<file path="config.mk">
export PLATFORM = sky130hd
export DESIGN_NAME = mem_arbiter
export DESIGN_NICKNAME = d
export VERILOG_FILES = /design/src/rtl/mem_arbiter.sv
export SDC_FILE = /design/constraint.sdc
export NUM_CORES = 1
export LEC_CHECK = 0
export BUFFER_PORTS_ARGS = -buffer_cell sky130_fd_sc_hd__buf_2
export CORE_UTILIZATION = 30
export DETAILED_ROUTE_END_ITERATION = 8
export PLACE_DENSITY = 0.87
export SLEW_MARGIN = 20
export SYNTH_ARGS = -nofsm -noshare
export SYNTH_HDL_FRONTEND = slang
export SYNTH_SLANG_ARGS = --single-unit
</file>
<file path="constraint.sdc">
create_clock -name clk -period 3.65 [get_ports clk]
set_clock_uncertainty 0.1 [all_clocks]
set_input_delay 0.5475 -clock clk [delete_from_list [all_inputs] [get_ports clk]]
set_output_delay 0.5475 -clock clk [all_outputs]
set_load 0.005 [all_outputs]
</file>
<file path="src/rtl/mem_arbiter.sv">
`default_nettype none
// ============================================================================
// Module   : mem_arbiter
// Purpose  : Owns the single shared main-memory port. Grants it to the
//            I-cache fill FSM, the D-cache fill FSM, or a D-side
//            write-through store, and steers returned read-data valid
//            pulses back to whichever fill currently owns the port.
// Ports    :
//   clk, rst            clock, asynchronous active-high reset
//   i_req / i_addr      I-cache fill request (held for whole fill) + address
//   d_req / d_addr      D-cache fill request (held for whole fill) + address
//   d_wr_req/_addr/_data  store request (held until d_wr_ack), addr, data
//   mem_data_valid      read-data valid pulse from memory
//   mem_addr/_enable/_wr/_data_out  memory command port
//   i_grant / d_grant   fill ownership indicators
//   i_data_valid / d_data_valid  mem_data_valid steered to the owner
//   d_wr_ack            one-cycle store-complete pulse
// Revision : 1.0  initial release
// ============================================================================
module mem_arbiter #(
  parameter int ADDR_W = 16,
  parameter int DATA_W = 16
) (
  input  logic              clk,
  input  logic              rst,
  input  logic              i_req,
  input  logic [ADDR_W-1:0] i_addr,
  input  logic              d_req,
  input  logic [ADDR_W-1:0] d_addr,
  input  logic              d_wr_req,
  input  logic [ADDR_W-1:0] d_wr_addr,
  input  logic [DATA_W-1:0] d_wr_data,
  input  logic              mem_data_valid,
  output logic [ADDR_W-1:0] mem_addr,
  output logic              mem_enable,
  output logic              mem_wr,
  output logic [DATA_W-1:0] mem_data_out,
  output logic              i_grant,
  output logic              d_grant,
  output logic              i_data_valid,
  output logic              d_data_valid,
  output logic              d_wr_ack
);

  localparam logic [1:0] S_IDLE    = 2'd0;
  localparam logic [1:0] S_GRANT_I = 2'd1;
  localparam logic [1:0] S_GRANT_D = 2'd2;
  localparam logic [1:0] S_WRITE   = 2'd3;

  logic [1:0] r_state;
  logic [1:0] w_next_state;
  logic [1:0] w_arb_state;
  // 1 = the I-side was the most recent fill owner; used to alternate fills.
  logic       r_last_fill;

  // Arbitration result, used whenever the port is (about to be) free.
  always_comb begin
    w_arb_state = S_IDLE;
    if (d_wr_req) begin
      w_arb_state = S_WRITE;
    end else if (d_req && i_req) begin
      w_arb_state = r_last_fill ? S_GRANT_D : S_GRANT_I;
    end else if (d_req) begin
      w_arb_state = S_GRANT_D;
    end else if (i_req) begin
      w_arb_state = S_GRANT_I;
    end
  end

  // Fills are never preempted; a dropping req hands over with no bubble.
  always_comb begin
    w_next_state = w_arb_state;
    case (r_state)
      S_GRANT_I: if (i_req) w_next_state = S_GRANT_I;
      S_GRANT_D: if (d_req) w_next_state = S_GRANT_D;
      default:   w_next_state = w_arb_state;
    endcase
  end

  always_ff @(posedge clk or posedge rst) begin
    if (rst) begin
      r_state     <= S_IDLE;
      r_last_fill <= 1'b1;
    end else begin
      r_state <= w_next_state;
      if (w_next_state == S_GRANT_I) begin
        r_last_fill <= 1'b1;
      end else if (w_next_state == S_GRANT_D) begin
        r_last_fill <= 1'b0;
      end
    end
  end

  // Output decode depends only on the state (plus the owner's data path),
  // so an asynchronous reset clears every output immediately.
  always_comb begin
    mem_addr     = '0;
    mem_enable   = 1'b0;
    mem_wr       = 1'b0;
    mem_data_out = '0;
    i_grant      = 1'b0;
    d_grant      = 1'b0;
    i_data_valid = 1'b0;
    d_data_valid = 1'b0;
    d_wr_ack     = 1'b0;
    case (r_state)
      S_GRANT_I: begin
        mem_addr     = i_addr;
        mem_enable   = 1'b1;
        i_grant      = 1'b1;
        i_data_valid = mem_data_valid;
      end
      S_GRANT_D: begin
        mem_addr     = d_addr;
        mem_enable   = 1'b1;
        d_grant      = 1'b1;
        d_data_valid = mem_data_valid;
      end
      S_WRITE: begin
        mem_addr     = d_wr_addr;
        mem_data_out = d_wr_data;
        mem_enable   = 1'b1;
        mem_wr       = 1'b1;
        d_wr_ack     = 1'b1;
      end
      default: begin
        mem_addr = '0;
      end
    endcase
  end

endmodule
`default_nettype wire

</file>
# Yosys cells after proc, flatten, opt, wreduce, memory -nomap -nowiden
# Index checks and enable logic that the tools add are counted.
# word_totals
register_bits	3
input_bits	70
out_inout_bits	39
# op_classes
n_eq_ne	5
n_mux	18
reduce_logical	3
# ops
operator	count
$pmux 16 s3	1
$mux 16	1
$mux 2	6
$mux 1	9
$eq 2x2->1 const B	3
$eq 2x1->1 const B	2
$pmux 2 s2	1
$reduce_or 3->1	1
$reduce_bool 2->1	1
$logic_and 1x1->1	1

# Longest topological paths before layout
# Gate-level depths: netlist of the first run.
# depth
depth_word	9
depth_mapped	8
depth_no_buf	7

# Worst setup path after synthesis of the first run
# No wires, ideal clock.
# synth_timing
path_type	register -> register
start	register r_state[0]
end	register r_last_fill
arrival_time_ps	1813
slack_ps	1655
stages_incl_launch_ff	8
cell_sequence	dfrtp_1 -> inv_1 -> ha_1 -> or3b_1 -> a21oi_2 -> a21o_1 -> ha_1 -> mux2_2
# synth_via
elab_chain_len	4
elab_cells_between_ends	7
cone_classes	eq/ne (4); mux (2); reduce/logical (1)
# synth_rtl
item	line_no	rtl
from (decl)	50	logic [1:0] r_state;
from (signal assigned)	85	r_state <= w_next_state;
$eq 2x2->1 / $eq 2x1->1 (equally long branches)	73	case (r_state)
$pmux 2 s2 *	73	
$eq 2x1->1 / $eq 2x2->1 (equally long branches)	86, 88	
$mux 1 / $reduce_bool 2->1 (equally long branches)	n/a	
to (signal assigned)	83	r_last_fill <= 1'b1;
to (signal assigned)	87	r_last_fill <= 1'b1;
to (signal assigned)	89	r_last_fill <= 1'b0;
to (decl)	54	logic r_last_fill;
# Mark *: on every way between the ends. The rest lies on a longest branch, timed or not.
# A chain may end at the register's enable or synchronous reset.

# Final worst setup path of the first run
# layout_timing
start	register r_state[0]
end	output mem_addr[8]
# layout_via
elab_chain_len	2
elab_cells_between_ends	4
cone_classes	eq/ne (3); mux (1)
# layout_rtl
item	line_no	rtl
$eq 2x2->1 / $eq 2x1->1 (equally long branches)	106	case (r_state)
$pmux 16 s3 *	106	
to (decl)	34	output logic [ADDR_W-1:0] mem_addr,
# Marks and branches as above.

==> results of run 1 <==
## flip-flops by register name (all words and copies together) (netlist names)
register / count
r_last_fill: 1
r_state: 2
## stage by stage
step / cell area, µm² / utilization (%) / worst slack (ns) / instances / power [mW]
5_1_grt: 1180 / 59.1 / 0.850 / 214 / 0.913
4_1_cts: 1180 / 59.1 / 1.10 / 214 / 0.833
2_1_floorplan: 649 / - / 1.65 / 85 / 0.537
3_3_place_gp: 1160 / 57.8 / 1.39 / 210 / 0.758
6_report: 1180 / 59.1 / 1.06 / 214 / 0.832
3_5_place_dp: 1160 / 57.8 / 1.37 / 210 / 0.770
## layer usage
metal / GRT usage (%) / part of all wire [%] / up-vias
met2: 38.5 / 47 / 83
met5: 0 / 0 / -
met1: 27.0 / 39 / 482
met3: 7.23 / 13 / 4
met4: 6.86 / 1.2 / 0
li1: - / - / 519
## cell usage after synthesis, types with 2 or more instances
master and number:
a222oi_1 16, buf_6 3, nor2_1 16, nand2b_1 2
a21oi_1 2, buf_2 3, dfrtp_1 2, ha_1 6
and2_1 18, inv_1 5, clkbuf_1 3
## worst max-delay path, cell delays in order (launching register included)
cell,delay (ns)
dfrtp_1,0.36
ha_1,0.82
a222oi_1,0.23
nor2_1,0.16
buf_2,0.13
## path summary, 6_finish.rpt
path	start	endpoint	cells past startpoint	slack [ns]
hold / removal	rst	r_state[1]	2	0.08
min in group clk	d_wr_req	r_state[1]	3	0.50
setup / recovery	r_state[0]	mem_addr[8]	4	1.06
hold reg to reg	r_last_fill	r_last_fill	1	0.53
max in group asynchronous	rst	r_last_fill	2	3.16
setup reg to reg	r_state[1]	r_last_fill	6	1.42
## kinds of logic after synthesis
family / Yosys count
multiplexers: 1
flip-flops: 3
AO/OA/AOI/OAI: 21
AND/OR/NAND/NOR: 39
buffers and inverters: 15
adder cells (fa/ha/maj): 6
## layout make-up
class / count / area share, %
Sequential cell: 3 / 6.46
Clock buffer: 4 / 2.22
Multi-Input combinational cell: 67 / 41.2
Timing Repair Buffer: 108 / 45.7
Inverter: 5 / 1.59
Tap cell: 27 / 2.86
## report_power, final
| part | internal [mW] | leakage, nW | switching, mW |
|---|---|---|---|
| combinational | 0.340 | 0.686 | 0.367 |
| clock | 0.0409 | 0.0150 | 0.0167 |
| sequential | 0.0548 | 0.0339 | 0.0121 |
| total | 0.436 | 0.735 | 0.396 |
==> run_results.csv, run 1 <==
group,metric,value,unit
outcome,outcome,"complete, no violations",
logic_synthesis,async_flop_share,100,%
clocking,post_cts_resized,0,
detailed_routing,ant_nets,0,
detailed_routing,drt_first_pass_iters,7,
floorplanning,die_area,2350,µm²
clocking,ctsHoldBuffers,0,
grt,grt_max_degree,35,
timing,setup_tns,0,ns
critical_path,critPathLaunchType,"flop",
grt,grt_overflow,0,
grt,first_global_vias,952,
logic_synthesis,synth-xor-area-share,0,%
logic_synthesis,synth_edf_count,0,
logic_synthesis,ys_types,20,
logic_synthesis,syn_area_per_cell,7.64,µm²
floorplanning,core,2000,µm²
logic_synthesis,synth_nets,161,
timing,holdWs,0.0782,ns
finish,final_common_cell,"buf_2",
grt,grtUsageTotal,22.6,%
grt,antenna_found_initial,0,
logic_synthesis,synth-seq-cells,3,
clocking,tritoncts,"done",
logic_synthesis,yosysWarningCount,0,
job,cap_violations,0,
floorplanning,io_pins,109,
logic_synthesis,synth_top_area_share,24.7,%
timing,period_minus_slack,2.59,ns
logic_synthesis,synth-simple-area-share,32.0,%
placed_design,hpwl,2260,µm
critical_path,crit_fanout,34,
detailed_routing,drt-initial-drc-count,58,
worst_hold_path,min_path_type,"in2async",
finish,drive_above_1_share,61.0,%
detailed_routing,drc,0,
logic_synthesis,synth_top_family_by_area,"simple AND/OR/NAND/NOR gates",
placed_design,port_buffers,108,
clocking,clk_latency,0.23,ns
timing,slew_viol_final,0,
finish,fill_cells,201,
logic_synthesis,synth_cells,85,
timing,rsz0062_at_grt,"false",
logic_synthesis,synth_fa_ha_area_share,11.6,%
logic_synthesis,synth_ff_type,"dfrtp_1",
clocking,post_cts_buffers,0,
finish,area_growth_syn_to_layout,82.1,%
clocking,path_clk_slew,0.04,ns
detailed_routing,wl_per_cell,13.4,µm
logic_synthesis,synth_compound_area_share,29.7,%
critical_path,worstPathRequired,3.00,ns
detailed_routing,viasPerCell,5.08,
floorplanning,rows,16,
clocking,cts.sinks,3,
critical_path,crit_arrival,1.94,ns
logic_synthesis,yosysTopAreaCell,"a222oi_1",
logic_synthesis,syn_area,649,µm²
critical_path,end_kind,"output port",
logic_synthesis,yosys-top-cells-area,"a222oi_1 25%, and2_1 17%, ha_1 12%",
finish,ff_latch_area,76.3,µm²
timing,fmax,0.387,GHz
timing,slew_headroom,33.6,%
detailed_routing,totalWireLength,2860,µm
critical_path,crit_type,"reg2out",
placed_design,gp_congestion,0.825,
finish,multi_input_area,487,µm²
finish,nNetsFinal,264,
timing,worst_pin_slew,0.995,ns
floorplanning,die-width,48.5,µm
timing,finalCritPeriodShare,70.8,%
detailed_routing,vias,1088,
logic_synthesis,muxShareOfSynthArea,1.73,%
finish,n_antenna_cell,0,
pwr,p_per_area,703,nW/µm²
floorplanning,start_util,32.4,%
clocking,clockBufferDepth,2,
timing,finalSetupViolCount,0,
floorplanning,die_y,48.5,µm
finish,final_cell_mix,"108 x buf_2, 18 x and2_1, 16 x a222oi_1, 16 x nor2_1, 6 x ha_1",
logic_synthesis,seq_area_frac_synth,11.8,%
clocking,htree_levels,1,
clocking,cts_root_buf,"clkbuf_4",
pwr,leakagePower,0.735,nW
timing,hold_viol,0,
pwr,ir_drop,459,µV
grt,grt_pass1_wl,4300,µm
clocking,cts_buffers,3,
No activity file was read; power rests on OpenSTA's default activity.
==> inputs of run 2 (changes only) <==
Settings changed: CORE_UTILIZATION 30 to 27, PLACE_DENSITY 0.87 to 0.79.
Clock period 3.65 ns to 2.6 ns, I/O delays scaled along.
==> run_results.csv, run 2 (synthesized netlist as in run 1, its figures left out) <==
group,metric,value,unit
floorplanning,rows,17,
timing,worst_pin_slew,0.763,ns
detailed_routing,drt_first_pass_iters,8,
critical_path,crit_arrival,1.81,ns
critical_path,crit_fanout,11,
timing,worst_slack,0.303,ns
detailed_routing,drt-initial-drc-count,66,
finish,fill_cells,252,
outcome,outcome,"complete, no violations",
floorplanning,die-width,51.0,µm
critical_path,end_kind,"output port",
grt,antenna_found_initial,0,
detailed_routing,drc,0,
clocking,path_clk_slew,0.04,ns
grt,grt-busiest-layer,"met2",
pwr,power.net_switching,0.555,mW
finish,regMostFlops,"r_state",
detailed_routing,viasPerCell,4.92,
worst_hold_path,worstHoldPathCells,3,
finish,final_util,54.5,%
grt,grt_pass1_wl,3910,µm
detailed_routing,ant_nets,0,
pwr,pwr-share-clk,7.2,%
critical_path,crit_type,"reg2out",
detailed_routing,wl_per_cell,12.5,µm
pwr,p_per_area,979,nW/µm²
placed_design,hpwl,2200,µm
critical_path,ff2ff_path_depth,7,
clocking,tritoncts,"done",
finish,nNetsFinal,268,
timing,finalSetupViolCount,0,
critical_path,worstPathRequired,2.11,ns
detailed_routing,totalWireLength,2740,µm
clocking,cts.sinks,3,
clocking,cts_buffers,3,
placed_design,port_buffers,108,
clocking,cts_root_buf,"clkbuf_4",
floorplanning,io_pins,109,
timing,rsz0062_at_grt,"false",
finish,final_common_cell,"buf_2",
grt,grtUsageTotal,19.8,%
finish,largest_reg_flops,2,
timing,setup_tns,0,ns
timing,slew_viol_final,0,
timing,finalCritPeriodShare,88.3,%
floorplanning,die_y,51.0,µm
finish,area_growth_syn_to_layout,87.3,%
clocking,htree_levels,1,
timing,period_minus_slack,2.30,ns
placed_design,gp_congestion,0.692,
grt,globalRouteMet3Util,7.14,%
grt,use_met2,37.5,%
pwr,swShare,46.6,%
placed_design,place_ws,0.530,ns
floorplanning,die_area,2610,µm²
critical_path,r2r_setup_slack,0.53,ns
pwr,ir_drop,668,µV
job,cap_violations,0,
timing,hold_viol,0,
worst_hold_path,min_path_type,"in2reg",
grt,grt_max_degree,25,
floorplanning,core,2230,µm²
clocking,clockBufferDepth,2,
pwr,p_int,0.635,mW
finish,top_regs,"r_state x2, r_last_fill x1",
timing,fmax,0.435,GHz
pwr,seqPwrFrac,8.0,%
finish,fin_area,1220,µm²
grt,use_met1,19.7,%
detailed_routing,vias,1077,
critical_path,rr_startpoint,"r_state[0]",
critical_path,worstReg2RegEnd,"r_last_fill",
floorplanning,start_util,29.1,%
critical_path,critPathLaunchType,"flop",
worst_hold_path,min_to,"r_state[1]",
timing,slew_headroom,49.1,%
pwr,leakagePower,0.754,nW
worst_hold_path,min_from,"d_wr_req",
clocking,post_cts_buffers,0,
grt,first_global_vias,926,
finish,n_antenna_cell,0,
grt,grt_overflow,0,
pwr,p_comb_share,84.8,%
clocking,clk_latency,0.24,ns
placed_design,place_area,1180,µm²
timing,holdWs,0.351,ns
finish,drive_above_1_share,61.3,%
finish,final_cell_mix,"108 x buf_2, 18 x and2_1, 16 x a222oi_1, 16 x nor2_1, 6 x ha_1",
==> run 2: cell types whose count changed in the layout (fill, tap and decap cells not counted), sizes merged <==
cell | previous run | this run
buf | 108 | 111
dlygate4sd3 | 0 | 1
==> run 2: worst max-delay path by stage <==
stage          cells after the start     endpoint  slack, ns        from
2_1_floorplan                      7  r_last_fill       0.60  r_state[0]
3_3_place_gp                       7  r_last_fill       0.56  r_state[0]
3_5_place_dp                       7  r_last_fill       0.53  r_state[0]
4_1_cts                            6  mem_addr[5]       0.32  r_state[1]
5_1_grt                            6  mem_addr[7]       0.15  r_state[1]
6_report                           6  mem_addr[7]       0.30  r_state[1]
==> run 2: metal layers <==
layer / wire length, µm / share of wire, %
met5: 0 / 0
met4: 0 / 0
met3: 295 / 11
met2: 1440 / 53
met1: 1010 / 37
==> run 2: worst max-delay path: stages (launching register included) <==
cell and delay, ns:
dfrtp_1 0.37, inv_1 0.09, ha_1 0.31, buf_4 0.23, a222oi_1 0.34, nor2_1 0.08
buf_2 0.15
==> run 2: per-stage QoR <==
stage	total power, mW	instances
after floorplan	0.753	85
after global placement	1.09	214
after detailed placement	1.10	214
after CTS	1.19	219
after global routing	1.31	219
final	1.19	219
==> run 2: area by class of cell <==
class | instances | area [µm²] | area share, %
inverters | 5 | 18.8 | 1.54
well taps | 28 | 35.0 | 2.88
clock buffers | 4 | 26.3 | 2.16
multi-input cells | 67 | 487 | 40.0
flip-flops and latches | 3 | 76.3 | 6.28
repair buffers | 112 | 573 | 47.1
==> run 2: power groups by stage <==
stage	sequential, mW	combinational (mW)	clock, mW
finish	0.0947	1.01	0.0863
global route	0.0969	1.12	0.0947
CTS	0.0948	1.01	0.0894
detailed placement	0.0949	1.00	0
global placement	0.0934	1.00	0
floorplan	0.0904	0.663	0
==> run 2: timing repair <==
action	in CTS	in global routing
hold endpoints to repair	2	0
hold buffers	1	0
resized for setup	0	0
==> inputs of run 3 (changes only) <==
Settings changed: CORE_UTILIZATION 27 to 28, CTS_BUF_LIST set to sky130_fd_sc_hd__clkbuf_4, PLACE_DENSITY 0.79 to 0.82.
==> run_results.csv, run 3 (synthesized netlist as in run 1, its figures left out) <==
group,metric,value,unit
outcome,outcome,"complete, no violations",
finish,largest_reg_flops,2,
critical_path,critPathMaxStageDelay,0.39,ns
floorplanning,die_y,50.2,µm
grt,grt_overflow,0,
timing,finalCritPeriodShare,88.9,%
clocking,cts.sinks,3,
critical_path,crit_fanout,18,
pwr,ir_drop,506,µV
detailed_routing,drc,0,
timing,worst_pin_slew,0.542,ns
finish,area_growth_syn_to_layout,87.9,%
worst_hold_path,min_to,"r_state[1]",
timing,fmax,0.433,GHz
critical_path,r2r_setup_slack,0.49,ns
finish,regMostFlops,"r_state",
worst_hold_path,min_from,"d_wr_req",
timing,holdWs,0.330,ns
critical_path,crit_arrival,1.82,ns
clocking,clockBufferDepth,2,
critical_path,worstReg2RegEnd,"r_last_fill",
detailed_routing,wl_per_cell,11.8,µm
critical_path,end_kind,"output port",
detailed_routing,drt_first_pass_iters,5,
timing,hold_viol,0,
finish,multi_input_area,487,µm²
grt,antenna_found_initial,0,
finish,top_regs,"r_state x2, r_last_fill x1",
worst_hold_path,min_path_type,"in2reg",
finish,fill_cells,217,
floorplanning,die_area,2520,µm²
floorplanning,die-width,50.2,µm
floorplanning,core,2190,µm²
worst_hold_path,worstHoldPathCells,3,
critical_path,crit_type,"reg2out",
critical_path,worstPathRequired,2.11,ns
detailed_routing,totalWireLength,2590,µm
grt,grt_max_degree,19,
grt,first_global_vias,875,
floorplanning,rows,17,
pwr,p_per_area,987,nW/µm²
placed_design,gp_congestion,0.808,
timing,slew_headroom,63.9,%
detailed_routing,ant_nets,0,
critical_path,rr_startpoint,"r_state[0]",
clocking,post_cts_resized,0,
floorplanning,io_pins,109,
grt,grt_pass1_wl,3730,µm
finish,final_common_cell,"buf_2",
grt,grtUsageTotal,18.8,%
timing,period_minus_slack,2.31,ns
finish,drive_above_1_share,61.8,%
floorplanning,start_util,29.6,%
timing,rsz0062_at_grt,"false",
critical_path,critPathBufInv,2,
timing,slew_viol_final,0,
clocking,clk_latency,0.25,ns
finish,final_cell_mix,"108 x buf_2, 18 x and2_1, 16 x a222oi_1, 16 x nor2_1, 6 x ha_1",
placed_design,hpwl,2080,µm
clocking,path_clk_slew,0.04,ns
clocking,cts_buffers,3,
critical_path,path_delay_family,"buffers and inverters",
critical_path,critPathSlowestCell,"dfrtp_1",
clocking,tritoncts,"done",
timing,finalSetupViolCount,0,
finish,nNetsFinal,268,
detailed_routing,drt-initial-drc-count,88,
finish,n_antenna_cell,0,
detailed_routing,vias,1046,
pwr,leakagePower,0.758,nW
job,cap_violations,0,
critical_path,ff2ff_path_depth,7,
finish,ff_latch_area,76.3,µm²
critical_path,crit_chain,"ha_1, buf_4, a222oi_1, nor2_1, buf_2",
placed_design,port_buffers,108,
clocking,htree_levels,1,
clocking,cts_root_buf,"clkbuf_4",
critical_path,critPathLaunchType,"flop",
timing,setup_tns,0,ns
detailed_routing,viasPerCell,4.78,
[run 3: cell counts in the layout (fill, tap and decap cells not counted)]
Identical to the previous run, type by type.
[run 3: worst max-delay path by stage]
stage / from / end / slack (ns) / cells after the start
2_1_floorplan: r_state[0] / r_last_fill / 0.60 / 7
3_3_place_gp: r_state[0] / r_last_fill / 0.55 / 7
3_5_place_dp: r_state[0] / r_last_fill / 0.49 / 7
4_1_cts: r_state[0] / mem_addr[6] / 0.30 / 5
5_1_grt: r_state[1] / mem_addr[8] / 0.21 / 5
6_report: r_state[0] / mem_addr[6] / 0.29 / 5
[run 3: final cells by class]
cell class / instances / area share (%)
clock buffer: 4 / 2.46
inverter: 5 / 1.54
multi-input combinational: 67 / 39.9
sequential: 3 / 6.26
tap: 28 / 2.87
timing repair buffer: 112 / 47.0
[run 3: report_power, final]
part	total [mW]	internal, mW	switching [mW]
clock network	0.101	0.0685	0.0326
registers	0.0935	0.0766	0.0169
logic	1.01	0.505	0.505
[run 3: through the flow]
stage / worst slack (ns) / instances / instance area, µm² / utilization (%) / total power, mW
finish: 0.289 / 219 / 1220 / 55.7 / 1.20
floorplan: 0.605 / 85 / 649 / - / 0.753
global placement: 0.554 / 214 / 1180 / 53.9 / 1.08
detailed placement: 0.491 / 214 / 1180 / 53.9 / 1.10
CTS: 0.304 / 219 / 1220 / 55.7 / 1.21
global route: 0.209 / 219 / 1220 / 55.7 / 1.31
[run 3: repair_timing]
item | in CTS | in global routing
endpoints found under the hold margin | 2 | 0
hold buffers | 1 | 0
setup buffers | 0 | 0
[run 3: worst min-delay path, cell delays in order]
cell     delay, ns
buf_2         0.10
a21oi_2       0.04
a21oi_1       0.10
[run 3: per-layer routing]
layer  wire length (µm)  vias to the layer above  track usage, %
li1                   -                      526               -
met5                  0                        -               0
met1               1020                      441            21.1
met4                 11                        0            3.81
met3                330                        2            5.76
met2               1230                       77            34.2
